## config.mk

```make
export PLATFORM = sky130hd
export DESIGN_NAME = mem_dirty_flush_ctrl
export DESIGN_NICKNAME = d
export VERILOG_FILES = /design/src/rtl/mem_dirty_flush_ctrl.sv
export SDC_FILE = /design/constraint.sdc
export NUM_CORES = 1
export LEC_CHECK = 0
export CAP_MARGIN = 0
export CORE_ASPECT_RATIO = 2
export CORE_UTILIZATION = 46
export DETAILED_ROUTE_END_ITERATION = 6
export PLACE_DENSITY = 0.89
export SLEW_MARGIN = 10
export SYNTH_ARGS = -nofsm -noshare
export SYNTH_HDL_FRONTEND = slang
export SYNTH_SLANG_ARGS = --single-unit
```

## constraint.sdc

```tcl
create_clock -name i_clock -period 3.2 [get_ports i_clock]
set_input_delay 0.48 -clock i_clock [delete_from_list [all_inputs] [get_ports i_clock]]
set_output_delay 0.48 -clock i_clock [all_outputs]
set_load 0.005 [all_outputs]
```

## src/rtl/mem_dirty_flush_ctrl.sv

```systemverilog
// ---------------------------------------------------------------------------
// mem_dirty_flush_ctrl
//
// Purpose:
//   Scans the data-memory dirty-bit tracker from address 0 up to
//   N_ELEMENTS-1 and streams every dirty word (address + data) to the
//   debug-unit TX path. The debug unit starts a scan at end of program and
//   routes o_addr / o_mem_re onto the memory port while o_busy is high.
//
// Ports:
//   i_clock      system clock, all state updates on posedge
//   i_reset      synchronous active-low reset (0 = reset)
//   i_start      start a scan (sampled only in IDLE)
//   i_abort      end the scan early (sampled in CHECK/READ/WAIT/SEND/NEXT)
//   i_dirty_bit  tracker bit for o_addr (combinational from o_addr)
//   i_mem_data   memory read data, valid one cycle after o_mem_re
//   i_tx_ready   TX sink can accept a word
//   o_addr       scan address to tracker and memory
//   o_mem_re     memory read enable (READ state only)
//   o_tx_valid   o_tx_addr / o_tx_data valid (SEND state only)
//   o_tx_addr    address of the word being transferred
//   o_tx_data    data of the word being transferred
//   o_busy       high in every state except IDLE
//   o_done       one-cycle pulse at end of scan (normal or aborted)
//   o_count      dirty words transferred in the current / last scan
// ---------------------------------------------------------------------------
module mem_dirty_flush_ctrl #(
  parameter int N_ELEMENTS = 128,
  parameter int ADDR_W     = $clog2(N_ELEMENTS),
  parameter int DATA_W     = 32
) (
  input  logic              i_clock,
  input  logic              i_reset,
  input  logic              i_start,
  input  logic              i_abort,
  input  logic              i_dirty_bit,
  input  logic [DATA_W-1:0] i_mem_data,
  input  logic              i_tx_ready,
  output logic [ADDR_W-1:0] o_addr,
  output logic              o_mem_re,
  output logic              o_tx_valid,
  output logic [ADDR_W-1:0] o_tx_addr,
  output logic [DATA_W-1:0] o_tx_data,
  output logic              o_busy,
  output logic              o_done,
  output logic [ADDR_W:0]   o_count
);

  typedef enum logic [2:0] {
    S_IDLE,
    S_CHECK,
    S_READ,
    S_WAIT,
    S_SEND,
    S_NEXT,
    S_DONE
  } state_t;

  localparam logic [ADDR_W-1:0] LAST_ADDR = ADDR_W'(N_ELEMENTS - 1);

  state_t state;
  state_t state_nxt;
  logic   handshake;

  // A word is consumed when the sink is ready while SEND presents it.
  assign handshake = (state == S_SEND) && i_tx_ready;

  // State register.
  // NOTE: the reset term sits inside the clocked block, so it is synchronous;
  // sequential state always uses non-blocking assignments.
  always_ff @(posedge i_clock) begin
    if (!i_reset) state <= S_IDLE;
    else          state <= state_nxt;
  end

  // Next-state logic.
  // NOTE: state_nxt gets a default before the case so no latch is inferred.
  always_comb begin
    state_nxt = state;
    unique case (state)
      S_IDLE:  if (i_start) state_nxt = S_CHECK;
      S_CHECK: state_nxt = i_dirty_bit ? S_READ : S_NEXT;
      S_READ:  state_nxt = S_WAIT;
      S_WAIT:  state_nxt = S_SEND;
      S_SEND:  if (handshake) state_nxt = S_NEXT;
      S_NEXT:  state_nxt = (o_addr == LAST_ADDR) ? S_DONE : S_CHECK;
      S_DONE:  state_nxt = S_IDLE;
      default: state_nxt = S_IDLE;
    endcase
    // Abort overrides the normal flow in every busy state but DONE.
    if (i_abort && (state != S_IDLE) && (state != S_DONE)) state_nxt = S_DONE;
  end

  // Datapath registers: scan address, captured word, transfer counter.
  always_ff @(posedge i_clock) begin
    if (!i_reset) begin
      o_addr    <= '0;
      o_tx_addr <= '0;
      o_tx_data <= '0;
      o_count   <= '0;
    end else begin
      if (state == S_IDLE && i_start) begin
        o_addr  <= '0;
        o_count <= '0;
      end
      // The address only advances when the scan really continues, so an
      // abort seen in NEXT leaves o_addr on the last address looked at.
      if (state == S_NEXT && state_nxt == S_CHECK) o_addr <= o_addr + ADDR_W'(1);
      if (state == S_WAIT) begin
        o_tx_addr <= o_addr;
        o_tx_data <= i_mem_data;
      end
      // Counts even when abort arrives in the same cycle as the handshake.
      if (handshake) o_count <= o_count + (ADDR_W + 1)'(1);
    end
  end

  // Outputs that are a pure decode of the state register.
  always_comb begin
    o_mem_re   = (state == S_READ);
    o_tx_valid = (state == S_SEND);
    o_busy     = (state != S_IDLE);
    o_done     = (state == S_DONE);
  end

endmodule

```

==> qor.txt <==
hold violation total from the final report = 0
top cells by area, synth = dfxtp_1 49%, nand2_1 14%, a21oi_1 11%, clkbuf_1 2.4%, o21ai_0 1.7%
RSZ-0062 raised after global routing = false
Mean Syn Cell Area = 7.960 µm²
crit-path max cell delay = 0.59 ns
final wirelength = 6079 µm
Post-Syn Instances = 293
clock edge transition at the registers on the reported setup and hold paths = 0.06 ns
adder-cell share of the synthesized area = 1.073%
proportion of layout cells with a drive suffix above 1 = 6.170%
Via Count = 2347
grt ovf = 0
CP endpoint kind = output port
slew margin rel. = 55.20%
GPL Wtd Cong = 0.9061
CTS resizes = 0
DR DRC count = 0
Die Ht = 102.7 µm
initial antenna violation count = 0
Final Non-Filler Cells = 446
Top delay family on crit path = flip-flops
Max-Cap Viols = 0
crit-path max FO = 16
largest net degree at the start of global routing = 40
Yosys warning count = 0
TNS Setup = 0 ns
layout net count = 424
total CTS buffers = 9
Period minus WS final = 2.194 ns
clk_lat worst skew = 0.33 ns
max-slew violations = 0
HP Class = reg2reg
XOR/XNOR Fraction of Synth Area = 0.7511%
post-synthesis simple-gate area fraction = 25.59%
# IOs = 96
leading post-synthesis cells by instance count = 90 x nand2_1, 57 x dfxtp_1, 49 x a21oi_1, 15 x clkbuf_1, 8 x o21ai_0
Total GRT Usage = 23.20%
CP Cell Sequence = nor2_1 > and2_1 > clkdlybuf4s50_1
Top FF cell, synth = dfxtp_1
drt first pass iters = 4
CP Launch Type = flop
Leak = 0.001231 µW
CTS root buf = clkbuf_8
number of synthesized flops with an enable pin = 0
Yosys reg bits = 57
Area Growth Syn to Fin = 51.39%
via density per instance = 5.262
Buf+Inv Stages, Crit Path = 1
port bufs = 95
mux cell area share after synthesis = 0.4292%
clk_skew = 0.005712 ns
TritonCTS clock tree = done
postcts setup bufs = 0
H-tree levels = 3
Sink Count = 57
cell taking the most area after synthesis = dfxtp_1
Core Box Area = 4865 µm²
Yosys cell types = 44
part of the cycle the worst path needs = 68.57%
post-DR wirelength/cell = 13.63 µm
HPWL after DPL = 4297 µm
Worst-Margin Slew = 0.6650 ns
most frequent cell after synthesis = nand2_1
syn nets = 333
Final setup viols = 0
power per cell area = 576.9 nW/µm²
fmax = 455.8 MHz
# rows = 36
Worst Path Required = 2.72 ns
slack of the critical path = 1.006 ns
ANT nets after route = 0
Critical Path Slowest Stage Cell = dfxtp_1
DRT iter0 DRCs = 32
first-pass GRT wire length = 9170 µm
main combinational cell family by area after synthesis = simple AND/OR/NAND/NOR gates
Initial Util = 47.94%
Die Span X = 52.35 µm
ys async rst share = 0%
vias in the first global route = 2068
status = completed
compound-gate portion of the synthesized area = 19.31%
Clock Path Buffers = 2
register area share after synthesis = 48.93%
synthesized area = 2332 µm²
antenna fix cells = 0
Die ar. = 5376 µm²
fillers = 392
dpl cells = 430
pre-CTS setup slack = 0.7948 ns
CTS Hold Bufs = 0
share of the synthesized area in the top cell type = 48.93%
CP Class = reg2out
Critical Path AT = 1.71 ns
worst vdd ir = 0.0006187 V
[stage by stage]
stage	power, µW	util, %	instance area (µm²)	hold slack, ns
floorplan	1115	-	2332	0.4527
global placement	1306	67.93	3304	0.4412
CTS	2057	72.58	3531	0.4541
detailed placement	1321	67.93	3304	0.4455
finish	2037	72.58	3531	0.4521
global route	2148	72.58	3531	0.4757
[area by class of cell]
| class | instances | area, µm² | area share, % |
|---|---|---|---|
| multi-input combinational | 214 | 1100 | 31.15 |
| timing repair buffer | 99 | 980.9 | 27.78 |
| clock buffer | 15 | 196.4 | 5.563 |
| inverter | 3 | 11.26 | 0.3189 |
| sequential | 57 | 1141 | 32.32 |
| tap | 57 | 71.32 | 2.020 |
| clock inverter | 1 | 30.03 | 0.8505 |
[cells in the final DEF, fill, tap and decap left out, drive strengths merged, types with 3 or more instances in the layout]
| cell type | Yosys | final |
|---|---|---|
| a21oi | 49 | 49 |
| and2 | 5 | 5 |
| buf | 4 | 4 |
| clkbuf | 15 | 15 |
| clkdlybuf4s50 | 0 | 95 |
| dfxtp | 57 | 57 |
| inv | 3 | 3 |
| nand2 | 90 | 90 |
| nand3 | 6 | 6 |
| nand4 | 4 | 4 |
| nor2 | 5 | 5 |
| nor3 | 4 | 4 |
| o211ai | 3 | 3 |
| o21ai | 8 | 8 |
| or3 | 3 | 3 |
[power breakdown]
group	switching (µW)	internal (µW)
Sequential	79.7	763
Combinational	206	255
Clock	268	466
[sequential cells by signal, indices dropped and copies added (netlist names)]
signal / cells
o_tx_addr: 7
o_tx_data: 32
o_addr: 7
state: 3
o_count: 8
[worst paths after layout]
kind	startpoint	endpoint	cells past startpoint	slack [ns]
max	state[0]	o_mem_re	3	1.01
min reg2reg	o_tx_data[26]	o_tx_data[26]	2	0.45
min	o_tx_data[26]	o_tx_data[26]	2	0.45
max reg2reg	state[2]	o_count[7]	4	1.12
[cells by family (layout without fill, tap and decap cells)]
| logic type | after synthesis | in the layout |
|---|---|---|
| adders and majority gates | 2 | 2 |
| DFF | 57 | 57 |
| and+or+nand+nor | 131 | 131 |
| AOI/OAI and AO/OA | 78 | 78 |
| buffers and inverters | 22 | 118 |
| xor gates and xnor gates | 2 | 2 |
| muxes | 1 | 1 |
[per-layer routing]
layer  routed length (µm)  part of all wire (%)  GRT usage (%)  vias up
li1                     -                     -              -     1185
met1                 2238                    37          22.14     1083
met2                 3410                    56          42.45       68
met3                  298                   4.9          6.785       11
met4                  131                   2.2          12.55        0
met5                    0                     0              0        -
[tightest hold or removal path, stage by stage, from the launching register on]
cell and delay [ns]:
dfxtp_1 0.31, nand2_1 0.05, a21oi_1 0.05
No activity file was read; power rests on OpenSTA's default activity.
